## config.mk

```make
export PLATFORM = sky130hd
export DESIGN_NAME = add_accumulator
export DESIGN_NICKNAME = d
export VERILOG_FILES = /design/src/rtl/add_accumulator.sv
export SDC_FILE = /design/constraint.sdc
export NUM_CORES = 1
export LEC_CHECK = 0
export CAP_MARGIN = 20
export CORE_UTILIZATION = 39
export CTS_CLUSTER_SIZE = 40
export DETAILED_ROUTE_END_ITERATION = 8
export PLACE_DENSITY = 0.86
export SLEW_MARGIN = 0
export SYNTH_ARGS = -nofsm -noshare
export SYNTH_HDL_FRONTEND = slang
export SYNTH_SLANG_ARGS = --single-unit
```

## constraint.sdc

```tcl
create_clock -name clk -period 2.9 [get_ports clk]
set_input_delay 0.725 -clock clk [delete_from_list [all_inputs] [get_ports clk]]
set_output_delay 0.725 -clock clk [all_outputs]
set_load 0.05 [all_outputs]
```

## src/rtl/add_accumulator.sv

```systemverilog
// Frame accumulator wrapped around an external ripple-carry adder.
// Sums LEN samples per frame and reports the total plus carry-out count.
`timescale 1ns/1ps
module add_accumulator #(
  parameter int WIDTH = 32,
  parameter int LEN_W = 8
) (
  input  logic             clk,
  input  logic             rst_n,
  input  logic             start,
  input  logic [LEN_W-1:0] len,
  input  logic             in_valid,
  output logic             in_ready,
  input  logic [WIDTH-1:0] in_data,
  output logic [WIDTH-1:0] add_a,
  output logic [WIDTH-1:0] add_b,
  output logic             add_cin,
  input  logic [WIDTH-1:0] add_sum,
  input  logic             add_cout,
  output logic             res_valid,
  input  logic             res_ready,
  output logic [WIDTH-1:0] res_sum,
  output logic [LEN_W-1:0] res_carries,
  output logic             busy
);

  typedef enum logic [1:0] {
    IDLE,
    ACC,
    DONE
  } state_t;

  state_t           state, state_nx;
  logic [WIDTH-1:0] acc, acc_nx;
  logic [LEN_W-1:0] remaining, rem_nx;
  logic [LEN_W-1:0] carries, car_nx;

  always_ff @(posedge clk or negedge rst_n) begin
    if (!rst_n) begin
      state     <= IDLE;
      acc       <= '0;
      remaining <= '0;
      carries   <= '0;
    end else begin
      state     <= state_nx;
      acc       <= acc_nx;
      remaining <= rem_nx;
      carries   <= car_nx;
    end
  end

  always_comb begin
    state_nx = state;
    acc_nx   = acc;
    rem_nx   = remaining;
    car_nx   = carries;
    unique case (state)
      IDLE: begin
        if (start) begin
          acc_nx   = '0;
          car_nx   = '0;
          rem_nx   = len;
          state_nx = (len == '0) ? DONE : ACC;
        end
      end
      ACC: begin
        if (in_valid) begin
          acc_nx = add_sum;
          rem_nx = remaining - 1'b1;
          if (add_cout && (carries != '1))
            car_nx = carries + 1'b1;
          if (remaining == LEN_W'(1))
            state_nx = DONE;
        end
      end
      DONE: begin
        if (res_ready)
          state_nx = IDLE;
      end
      default: state_nx = IDLE;
    endcase
  end

  // Adder loop is combinational: sum is captured in the accept cycle.
  assign add_a   = acc;
  assign add_b   = in_data;
  assign add_cin = 1'b0;

  assign in_ready    = (state == ACC);
  assign res_valid   = (state == DONE);
  assign busy        = (state != IDLE);
  assign res_sum     = res_valid ? acc : '0;
  assign res_carries = res_valid ? carries : '0;

endmodule
```

==> results of run 1 <==
==> layout make-up <==
| type | count | area (um^2) | share of cell area, % |
|---|---|---|---|
| Timing Repair Buffer | 126 | 1660 | 38.2 |
| Sequential cell | 50 | 1250 | 28.8 |
| Multi-Input combinational cell | 170 | 1170 | 27.0 |
| Tap cell | 96 | 120 | 2.76 |
| Clock buffer | 5 | 68.8 | 1.58 |
| Clock inverter | 3 | 43.8 | 1.01 |
| Inverter | 8 | 30.0 | 0.690 |
==> worst min path at each step <==
stage                                       from                      to  slack, ns  depth (start not counted)
after floorplan                            rst_n    add_a[0]$_DFFE_PN0P_       0.43                          0
after detailed placement  carries[7]$_DFFE_PN0P_  carries[7]$_DFFE_PN0P_       0.48                          1
final                     carries[7]$_DFFE_PN0P_  carries[7]$_DFFE_PN0P_       0.50                          1
after global placement    carries[7]$_DFFE_PN0P_  carries[7]$_DFFE_PN0P_       0.48                          1
after CTS                 carries[7]$_DFFE_PN0P_  carries[7]$_DFFE_PN0P_       0.50                          1
after global routing      carries[7]$_DFFE_PN0P_  carries[7]$_DFFE_PN0P_       0.53                          1
==> critical path: cells and delay by family (launching register included) <==
family	cells	cell delay, ns
flops	1	0.53
simple gates	1	0.37
buf+inv	1	0.70
==> registers in the layout (all words and copies together) (netlist names) <==
| signal | flops |
|---|---|
| state | 2 |
| carries | 8 |
| remaining | 8 |
| add_a | 32 |
==> cell families (layout without fill, tap and decap cells) <==
family                   count (synthesis)  after routing
AO/OA/AOI/OAI                           78             78
adder cells (fa/ha/maj)                  3              3
multiplexers                             3              3
buffers and inverters                   58            142
AND/OR/NAND/NOR                         85             85
other                                    1              1
flip-flops                              50             50
==> layer usage <==
| metal | global-route usage, % | routed length, um |
|---|---|---|
| met5 | 0 | 0 |
| met4 | 5.61 | 65 |
| met3 | 3.98 | 467 |
| met2 | 35.1 | 3970 |
| met1 | 24.4 | 2960 |
==> stage by stage <==
step / power, mW / utilization, % / std cells
global route: 3.73 / 63.3 / 458
floorplan: 2.56 / - / 278
CTS: 3.55 / 63.3 / 458
global placement: 2.98 / 61.7 / 450
detailed placement: 3.04 / 61.7 / 450
finish: 3.53 / 63.3 / 458
==> cells in the mapped netlist, drive strengths merged (4+ instances only) <==
library cell  number  share of area (%)
a21oi             15                2.7
a22o              33                 10
and2              38                8.5
buf               42                 12
clkbuf             8                1.1
dfrtp             50                 45
inv                8                1.1
nand2              6               0.80
nand3              6                1.2
nor2              13                1.9
nor4               4                1.1
o21ai             10                1.8
==> where the power goes <==
part           internal (mW)  switching, mW  total [mW]
combinational          0.694           1.12        1.81
clock                  0.259          0.247       0.506
sequential             0.947          0.264        1.21
total                   1.90           1.63        3.53
==> impl_metrics.json, run 1 <==
{
  "synthSimpleGateAreaFrac_pct": 17.9,
  "start_util_pct": 40.9,
  "dp_hpwl_mm": 5.53,
  "pre_cts_ws_ns": 0.540,
  "cap_violations": 0,
  "hold_ws_ns": 0.501,
  "vdd_ir_drop_max_mv": 0.392,
  "cts-resized-gates": 0,
  "die_w_um": 86.9,
  "dr.pass1.iters": 4,
  "cts_tree": "yes",
  "clkLatencyLatePin_ns": 0.31,
  "crit_path_top_delay_cell": "clkdlybuf4s50_1",
  "setup_violations": 0,
  "rsz0062_at_grt": "no",
  "viasPerCell": 5.26,
  "slew_viol_final": 0,
  "final_cell_mix": "77 x clkdlybuf4s50_1, 50 x dfrtp_1, 42 x buf_12, 38 x and2_1, 33 x a22o_1",
  "routed_wl_mm": 7.46,
  "synth-seq-cells": 50,
  "synth_top_family_by_area": "compound AO/OA/AOI/OAI gates",
  "setup.worst_path.end": "busy",
  "max_freq_mhz": 381,
  "design_area_um2": 4350,
  "min_path_type": "flip-flop to flip-flop",
  "worstRegToRegCells": 4,
  "ant_nets": 0,
  "fin_crit_ns": 2.63,
  "place_congestion": 0.864,
  "mostFrequentLayoutCell": "clkdlybuf4s50_1",
  "htree_levels": 2,
  "synth-main-ff-cell": "dfrtp_1",
  "antenna_found_initial": 0,
  "dieHeight_um": 86.9,
  "cts.sinks": 50,
  "worstMarginPinSlew_ns": 0.651,
  "track_usage_pct": 19.8,
  "cts_max_path_buffers": 2,
  "core_area_um2": 6870,
  "holdBufCountCts": 0,
  "cp_max_fo": 15,
  "grt_pass1_vias": 2307,
  "layout.nets": 442,
  "cp_data_required_time_ns": 2.17,
  "critPathArrivalTime_ns": 1.90,
  "grt_pass1_wl_mm": 11.6,
  "fin_ws_ns": 0.274,
  "synthXorXnorAreaFrac_pct": 0,
  "syn_to_final_growth_pct": 54.7,
  "cts_root_buf": "clkbuf_8",
  "p_per_area_nw_per_um2": 811,
  "cts_setup_buffers": 0,
  "regToRegStartpoint": "state[0]$_DFFE_PN0P_",
  "path_cells": "or2_2, clkdlybuf4s50_1",
  "grt_max_degree": 51,
  "syn_nets": 359,
  "setup_tns_ns": 0,
  "path_class": "flip-flop to primary output",
  "synth.yosys.seq_area_share_pct": 44.5,
  "io_buffers": 120,
  "rows": 30,
  "clock_skew_ns": 0.0139,
  "crit_path_end_kind": "primary output",
  "r2r-end": "carries[5]$_DFFE_PN0P_",
  "avgSynthCellArea_um2": 10.1,
  "ys_types": 49,
  "synth-edff-count": 0,
  "clkTransAtPathRegs_ns": 0.10,
  "diodes": 0,
  "first_iter_violations": 113,
  "die_area_um2": 7550,
  "slew_headroom_pct": 56.6,
  "synth-warning-count": 0,
  "slowest_delay_ns": 0.70,
  "routedWlPerCell_um": 16.3,
  "drive_above_1_share_pct": 18.2,
  "vias": 2411,
  "r2r_slack_ns": 1.17,
  "crit_start": "state[0]$_DFFE_PN0P_",
  "pin_count": 186,
  "hold_violations": 0,
  "power_leakage_nw": 1.84,
  "status": "finished, final reports clean",
  "synth_compound_area_share_pct": 21.3,
  "overflow": 0,
  "cts_inserted_buffers": 5,
  "place_area_um2": 4240,
  "period_share_pct": 90.5,
  "muxShareOfSynthArea_pct": 1.11,
  "drc": 0,
  "synth-adder-area-share_pct": 1.34,
  "ys_async_sr_fraction_pct": 100,
  "syn_area_um2": 2810,
  "syn_inst": 278,
  "crit_path_start_kind": "flip-flop",
  "nFillCells": 569
}
Note: power is estimated with default switching activity, not from simulation.
==> run 2: changes to the inputs <==
--- a/config.mk
+++ b/config.mk
@@ -9,6 +9,7 @@
 export CORE_UTILIZATION = 39
 export CTS_CLUSTER_SIZE = 40
 export DETAILED_ROUTE_END_ITERATION = 8
+export MAX_ROUTING_LAYER = met4
 export PLACE_DENSITY = 0.86
 export SLEW_MARGIN = 0
 export SYNTH_ARGS = -nofsm -noshare
==> impl_metrics.json, run 2 (same netlist as run 1, synthesis figures left out) <==
{
  "status": "finished, final reports clean",
  "worstRegToRegCells": 4,
  "slowest_delay_ns": 0.70,
  "cts_max_path_buffers": 2,
  "hold_ws_ns": 0.500,
  "final_cells": 458,
  "mostFrequentLayoutCell": "clkdlybuf4s50_1",
  "pre_cts_ws_ns": 0.499,
  "ant_nets": 0,
  "grt_pass1_wl_mm": 11.6,
  "hold_path_startpoint": "carries[7]$_DFFE_PN0P_",
  "min_path_type": "flip-flop to flip-flop",
  "drc": 0,
  "period_share_pct": 90.5,
  "syn_to_final_growth_pct": 55.0,
  "crit_path_end_kind": "primary output",
  "power_leakage_nw": 1.85,
  "dieHeight_um": 86.9,
  "routedWlPerCell_um": 16.5,
  "clkTransAtPathRegs_ns": 0.10,
  "cts_tree": "yes",
  "vias": 2434,
  "setup_violations": 0,
  "cap_violations": 0,
  "worstMarginPinSlew_ns": 0.645,
  "final_cell_mix": "77 x clkdlybuf4s50_1, 50 x dfrtp_1, 42 x buf_12, 38 x and2_1, 33 x a22o_1",
  "holdBufCountCts": 0,
  "r2r_slack_ns": 1.12,
  "cp_data_required_time_ns": 2.17,
  "clock_skew_ns": 0.00767,
  "start_util_pct": 40.9,
  "cts_root_buf": "clkbuf_8",
  "cp_max_fo": 15,
  "place_area_um2": 4240,
  "viasPerCell": 5.31,
  "slew_headroom_pct": 57.0,
  "largest_reg_flops": 32,
  "dr.pass1.iters": 4,
  "path_cells": "or2_2, clkdlybuf4s50_1",
  "die_area_um2": 7550,
  "drive_above_1_share_pct": 18.2,
  "max_freq_mhz": 381,
  "rows": 30,
  "cts-resized-gates": 0,
  "crit_path_top_delay_cell": "clkdlybuf4s50_1",
  "vdd_ir_drop_max_mv": 0.424,
  "dp_hpwl_mm": 5.50,
  "fin_ws_ns": 0.275,
  "critPathArrivalTime_ns": 1.90,
  "rsz0062_at_grt": "no",
  "antenna_found_initial": 0,
  "hold_end": "carries[7]$_DFFE_PN0P_",
  "p_per_area_nw_per_um2": 815,
  "htree_levels": 2,
  "r2r-end": "carries[5]$_DFFE_PN0P_",
  "path_class": "flip-flop to primary output",
  "die_w_um": 86.9,
  "design_area_um2": 4360,
  "fin_total_pwr_mw": 3.55,
  "track_usage_pct": 20.6,
  "cts.sinks": 50,
  "hold_violations": 0,
  "grt_pass1_vias": 2372,
  "regToRegStartpoint": "state[0]$_DFFE_PN0P_",
  "routed_wl_mm": 7.54,
  "setup_tns_ns": 0,
  "diodes": 0,
  "pin_count": 186,
  "core_area_um2": 6870,
  "cts_inserted_buffers": 5,
  "place_congestion": 0.888,
  "utilization_pct": 63.4,
  "crit_path_start_kind": "flip-flop",
  "clkLatencyLatePin_ns": 0.31,
  "first_iter_violations": 128,
  "slew_viol_final": 0,
  "io_buffers": 120,
  "layout.nets": 442,
  "dp_cells": 450,
  "overflow": 0,
  "cts_setup_buffers": 0,
  "fin_crit_ns": 2.62,
  "grt_max_degree": 51,
  "min_path_cells": 1
}
## run 2: cell count changes in the layout (fill, tap and decap cells not counted)
cell	previous run	this run
clkinv_2	1	0
clkbuf_8	5	6
## run 2: how the worst max path moves through the flow
stage | to | depth (start not counted) | startpoint
2_1_floorplan | res_carries[0] | 3 | state[0]$_DFFE_PN0P_
3_3_place_gp | carries[5]$_DFFE_PN0P_ | 5 | in_valid
3_5_place_dp | carries[5]$_DFFE_PN0P_ | 5 | in_valid
4_1_cts | res_carries[7] | 5 | state[0]$_DFFE_PN0P_
5_1_grt | res_carries[7] | 5 | state[0]$_DFFE_PN0P_
6_report | busy | 2 | state[0]$_DFFE_PN0P_
## run 2: metal layers
| layer | GRT usage, % | routed length [um] | vias to the layer above |
|---|---|---|---|
| li1 | - | - | 1123 |
| met4 | 6.67 | 123 | 0 |
| met3 | 4.74 | 521 | 20 |
| met2 | 35.4 | 3960 | 134 |
| met5 | - | 0 | - |
| met1 | 23.9 | 2940 | 1157 |
## run 2: power by group
part	internal, mW	leakage (nW)	total (mW)	switching [mW]
Sequential	0.947	0.602	1.21	0.267
Combinational	0.695	1.18	1.81	1.12
Clock	0.284	0.0618	0.527	0.243
## run 2: critical path: cells and delay by family (launching register included)
family,cells,cell delay (ns)
buffers and inverters,1,0.70
DFF,1,0.53
and+or+nand+nor,1,0.36
## run 2: cell type report
class	instances	area (um^2)
Tap cell	96	120
Inverter	8	30.0
Clock inverter	2	38.8
Multi-Input combinational cell	170	1170
Sequential cell	50	1250
Clock buffer	6	82.6
Fill cell	548	2510
Timing Repair Buffer	126	1660
